### src/rtl/bpred_pkg.sv
// Shared types for the gshare branch predictor: 2-bit counter encoding,
// controller FSM states and the saturating counter update.
package bpred_pkg;

    typedef logic [1:0] ctr2_t;

    localparam ctr2_t CTR_SNT = 2'b00;
    localparam ctr2_t CTR_WNT = 2'b01;
    localparam ctr2_t CTR_WT  = 2'b10;
    localparam ctr2_t CTR_ST  = 2'b11;

    typedef enum logic {
        INIT,
        RUN
    } pht_state_t;

    // Counters clamp at both ends; they never wrap.
    function automatic ctr2_t sat_update(input ctr2_t ctr, input logic taken);
        ctr2_t res;
        res = ctr;
        if (taken) begin
            if (ctr != CTR_ST) begin
                res = ctr + 2'b01;
            end
        end else begin
            if (ctr != CTR_SNT) begin
                res = ctr - 2'b01;
            end
        end
        return res;
    endfunction

endpackage

### src/rtl/bpred_ghr.sv
// Global history register: speculative shift on predict, restore from the
// resolved snapshot on mispredict (restore wins), frozen while hold_i is high.
module bpred_ghr
    import bpred_pkg::*;
#(
    parameter int HIST_W = 7
) (
    input  logic              clk,
    input  logic              areset,
    input  logic              hold_i,
    input  logic              spec_valid_i,
    input  logic              spec_bit_i,
    input  logic              recover_valid_i,
    input  logic              recover_bit_i,
    input  logic [HIST_W-1:0] recover_hist_i,
    output logic [HIST_W-1:0] ghr_o
);

    logic [HIST_W-1:0] ghr_q;
    logic [HIST_W-1:0] ghr_d;
    logic              unused_recover_msb;

    // A mispredict replays history from the snapshot taken at predict time,
    // so any speculative shift in the same cycle belongs to a squashed path.
    always_comb begin
        ghr_d = ghr_q;
        if (!hold_i) begin
            if (recover_valid_i) begin
                ghr_d = {recover_hist_i[HIST_W-2:0], recover_bit_i};
            end else if (spec_valid_i) begin
                ghr_d = {ghr_q[HIST_W-2:0], spec_bit_i};
            end
        end
    end

    always_ff @(posedge clk) begin
        if (areset) begin
            ghr_q <= '0;
        end else begin
            ghr_q <= ghr_d;
        end
    end

    assign ghr_o              = ghr_q;
    assign unused_recover_msb = recover_hist_i[HIST_W-1];

endmodule

### src/rtl/bpred_pht_ctrl.sv
// Gshare PHT controller: counter table, power-up INIT sweep, predict/train ports.
// Optional same-cycle train->predict forwarding with BPRED_PHT_BYPASS_EN.
module bpred_pht_ctrl
    import bpred_pkg::*;
#(
    parameter int IDX_W  = 7,
    parameter int HIST_W = 7
) (
    input  logic              clk,
    input  logic              areset,
    input  logic              predict_valid,
    input  logic [IDX_W-1:0]  predict_pc,
    output logic              predict_ready,
    output logic              predict_taken,
    output logic [HIST_W-1:0] predict_history,
    input  logic              train_valid,
    input  logic              train_taken,
    input  logic              train_mispredicted,
    input  logic [IDX_W-1:0]  train_pc,
    input  logic [HIST_W-1:0] train_history,
    output logic              train_ready,
    output logic              init_busy
);

    localparam int DEPTH = 1 << IDX_W;

    pht_state_t        state_q;
    pht_state_t        state_d;
    logic [IDX_W-1:0]  init_ptr_q;
    logic [IDX_W-1:0]  init_ptr_d;
    ctr2_t             pht_q [DEPTH];

    logic [HIST_W-1:0] ghr;
    logic              run;
    logic [IDX_W-1:0]  pred_idx;
    logic [IDX_W-1:0]  train_idx;
    ctr2_t             pred_ctr;
    ctr2_t             train_ctr;
    ctr2_t             train_upd;
    logic              pred_bit;

    logic              wr_en;
    logic [IDX_W-1:0]  wr_idx;
    ctr2_t             wr_data;

    assign run       = (state_q == RUN);
    assign pred_idx  = predict_pc ^ IDX_W'(ghr);
    assign train_idx = train_pc ^ IDX_W'(train_history);
    assign pred_ctr  = pht_q[pred_idx];
    assign train_ctr = pht_q[train_idx];
    assign train_upd = sat_update(train_ctr, train_taken);

`ifdef BPRED_PHT_BYPASS_EN
    assign pred_bit = (train_valid && (train_idx == pred_idx)) ? train_upd[1] : pred_ctr[1];
`else
    assign pred_bit = pred_ctr[1];
`endif

    // INIT owns the single write port for the sweep; RUN hands it to training.
    always_comb begin
        state_d       = state_q;
        init_ptr_d    = init_ptr_q;
        wr_en         = 1'b0;
        wr_idx        = train_idx;
        wr_data       = train_upd;
        init_busy     = 1'b0;
        predict_ready = 1'b0;
        train_ready   = 1'b0;
        predict_taken = 1'b0;
        case (state_q)
            INIT: begin
                init_busy  = 1'b1;
                wr_en      = 1'b1;
                wr_idx     = init_ptr_q;
                wr_data    = CTR_WNT;
                init_ptr_d = init_ptr_q + IDX_W'(1);
                if (init_ptr_q == '1) begin
                    state_d = RUN;
                end
            end
            RUN: begin
                predict_ready = 1'b1;
                train_ready   = 1'b1;
                predict_taken = pred_bit;
                wr_en         = train_valid;
            end
            default: begin
                state_d = INIT;
            end
        endcase
    end

    always_ff @(posedge clk) begin
        if (areset) begin
            state_q    <= INIT;
            init_ptr_q <= '0;
        end else begin
            state_q    <= state_d;
            init_ptr_q <= init_ptr_d;
        end
    end

    // Table contents are not reset; the INIT sweep establishes them.
    always_ff @(posedge clk) begin
        if (wr_en && !areset) begin
            pht_q[wr_idx] <= wr_data;
        end
    end

    bpred_ghr #(
        .HIST_W(HIST_W)
    ) u_ghr (
        .clk             (clk),
        .areset          (areset),
        .hold_i          (!run),
        .spec_valid_i    (predict_valid),
        .spec_bit_i      (pred_bit),
        .recover_valid_i (train_valid && train_mispredicted),
        .recover_bit_i   (train_taken),
        .recover_hist_i  (train_history),
        .ghr_o           (ghr)
    );

    assign predict_history = ghr;

endmodule

### config.mk
export PLATFORM = sky130hd
export DESIGN_NAME = bpred_pht_ctrl
export DESIGN_NICKNAME = d
export VERILOG_FILES = /design/src/rtl/bpred_pkg.sv /design/src/rtl/bpred_ghr.sv /design/src/rtl/bpred_pht_ctrl.sv
export SDC_FILE = /design/constraint.sdc
export NUM_CORES = 1
export LEC_CHECK = 0
export BUFFER_PORTS_ARGS = -buffer_cell sky130_fd_sc_hd__clkbuf_2
export CORE_UTILIZATION = 35
export CTS_CLUSTER_DIAMETER = 30
export DETAILED_ROUTE_END_ITERATION = 16
export PLACE_DENSITY = 0.62
export SETUP_SLACK_MARGIN = 0.15
export SLEW_MARGIN = 20
export SYNTH_ARGS = -nofsm -noshare
export SYNTH_HDL_FRONTEND = slang
export SYNTH_HIERARCHICAL = 1
export SYNTH_SLANG_ARGS = --single-unit
### constraint.sdc
create_clock -name clk -period 6.47 [get_ports clk]
set_clock_uncertainty 0.05 [all_clocks]
set_input_delay 0.3235 -clock clk [delete_from_list [all_inputs] [get_ports clk]]
set_output_delay 0.3235 -clock clk [all_outputs]
set_load 0.1 [all_outputs]
==> reports/metrics.yaml <==
powerDensity_nw_per_um2: 339
dr.pass1.iters: 5
fp.dieH_um: 191
post-route-drc-count: 0
portBuffers: 37
cts.clk_slew.worst_paths_ns: 0.05
p_leak_uw: 0.00492
cts_buffers: 54
r2r_cells: 8
synth_edf_count: 256
muxShareOfSynthArea: 0.197
hp-class: "in -> reg"
ys.flop_type: "edfxtp_1"
cts_buffer_depth: 3
syn_inst: 805
min_from: "areset"
io_pins: 38
std_cell_rows: 68
ys_seq_area_frac: 0.639
critPathKind: "reg -> out"
layout-drive-gt1-share: 0.284
syn-num-nets: 833
synth_area_per_cell_um2: 15.5
end_kind: "output port"
synth_simple_gate_area_frac: 0.0904
fill_cells: 3070
synth.most_common_cell: "edfxtp_1"
cts_resized: 0
crit_fanout: 22
die_area_um2: 36500
crit_arrival_ns: 4.62
startpoint: "u_ghr/ghr_o[0]"
postLayoutCoreUtil: 0.436
area_growth_pct: 21.6
run_status: "completed"
slew_viol_final: 0
nets: 901
yosys.cell_types.count: 49
netlist.top_cell.by_area: "edfxtp_1"
power_frac_seq: 0.369
grt_usage: 0.187
min_period_over_period: 0.771
core_area_um2: 34900
hold_path_end: "run"
cts_sinks: 271
ant_nets: 0
setup_tns_ns: 0
yosys-top-cells-count: "edfxtp_1, nor2_1, mux4_2"
max_cap_violations: 0
routedWlPerCell_um: 24.1
synth_top_family_by_area: "multiplexers"
r2r_slack_ns: 2.53
power_switching_uw: 1140
rsz0062_at_grt: "no"
first_global_vias: 8092
critPathMaxStageDelay_ns: 0.61
p_clk_frac: 0.561
reg2reg_from: "u_ghr/ghr_o[0]"
critPathLaunchType: "flip-flop"
busiest_layer: "met2"
setup_violations: 0
globalRouteMet3Util: 0.0395
wirelength_um: 33100
met2_usage: 0.310
grtUsageMet1: 0.242
cts_max_level: 2
crit_top_cell: "mux4_2"
synth_compound_area_frac: 0.0341
pwr-share-comb: 0.070
ctsHoldBuffers: 0
clock_latency_ns: 0.56
period_minus_slack_ns: 4.99
post_drt_via_cell_ratio: 5.64
slew_headroom: 0.249
grt-ovfl-total: 0
crit_slowest_cell: "mux4_2"
hold_viol_final: 0
vias: 7746
hold_depth: 2
antenna_found_initial: 0
grt_pass1_wl_um: 50100
critPathRequiredTime_ns: 6.10
yosysWarnings: 6
ys_ff_latch: 271
p_int_uw: 4010
hpwlAfterDp_um: 20900
post_synth_fa_ha_maj_area_fraction: 0.00100
vdd_drop_max_v: 0.000240
synthArstFlopShare: 0
crit_chain: "xor2_4 > buf_4 > mux4_2 > mux4_2 > mux4_2 > mux2_2 > and2_1 > clkbuf_2"
detail_route.iter0.violations: 817
worstReg2RegEnd: "u_ghr/ghr_o[0]"
root_buffer: "clkbuf_16"
p_total_uw: 5150
fmax_ghz: 0.200
antennaDiodeCount: 0
cts_tree: "yes"
floorplan.initialDensity: 0.359
post_cts_buffers: 0
tightest_slew_ns: 1.12
yosys.area.top_type_share: 0.615
finalWeightedCongestion: 0.938
synth_area_um2: 12500
synth-xor-area-share: 0.0188
die_w_um: 191
grt_max_degree: 65
swShare: 0.221
netlist_top_cells_area: "edfxtp_1, mux4_2, nor2_1"
power by group through the flow:
stage,Clock [uW],Sequential [uW],Combinational (uW)
final,2890,1900,362
after CTS,2920,1900,363
after floorplan,0,1930,244
after global routing,3000,1900,384
after detailed placement,0,1930,360
after global placement,0,1930,358
critical path, delay by kind of cell, from the launching register on:
family | cells | cell delay [ns]
XOR/XNOR | 1 | 0.58
flip-flops | 1 | 0.47
buffers and inverters | 2 | 0.94
multiplexers | 4 | 1.90
AND/OR/NAND/NOR | 1 | 0.16
registers in the layout, indices dropped and copies added (netlist names):
name / cells
run: 1
pht_q: 256
init_ptr_q: 7
u_ghr/ghr_o: 7
final cells by class:
type	count	area, um2	share of cell area
clock buffers	58	1370	0.0898
flip-flops and latches	271	7990	0.525
repair buffers	53	318	0.0209
multi-input cells	485	4390	0.289
clock inverters	43	551	0.0362
inverters	8	30.0	0.00197
well taps	455	569	0.0374
cell families after synthesis:
family / after synthesis
AOI/OAI and AO/OA: 63
and+or+nand+nor: 276
muxes: 119
xor gates and xnor gates: 26
DFF: 271
buffers and inverters: 49
adders and majority gates: 1
worst max path at each step:
stage / end
6_report: predict_taken
5_1_grt: predict_taken
4_1_cts: predict_taken
3_5_place_dp: pht_q[43][0]
3_3_place_gp: pht_q[17][0]
2_1_floorplan: pht_q[0][1]
layer usage:
layer | up-vias | routed length (um)
li1 | 3317 | -
met1 | 3997 | 13500
met2 | 365 | 16200
met3 | 67 | 2500
met4 | 0 | 938
met5 | - | 0
cell usage in the layout (no fill, tap or decap), types with 3 or more instances in the layout:
cell,instances
xor2_1,11
clkbuf_2,37
mux4_2,102
nor2_1,163
buf_4,15
or3_1,3
clkinv_1,7
bufinv_16,11
mux2i_1,15
nand3_1,27
clkinv_4,4
a21o_1,3
nand2b_1,4
clkbuf_1,4
clkinv_2,6
dfxtp_1,15
nand4_1,3
xor2_4,5
nor4_1,3
a211oi_1,8
o32ai_1,3
inv_1,7
or2_2,3
clkinvlp_4,12
o21ai_0,11
o22ai_1,7
edfxtp_1,256
a21oi_1,12
clkbuf_16,54
xnor2_1,8
inv_6,3
nand2_1,62
per-stage QoR:
step,std cells,hold WS (ns),setup slack (ns),area (um2)
3_3_place_gp,1272,0.435,1.79,13300
2_1_floorplan,805,0.346,1.17,12500
3_5_place_dp,1272,0.441,1.71,13300
4_1_cts,1373,0.130,1.41,15200
5_1_grt,1373,0.157,1.27,15200
6_report,1373,0.135,1.48,15200
Note: power is estimated with default switching activity, not from simulation.
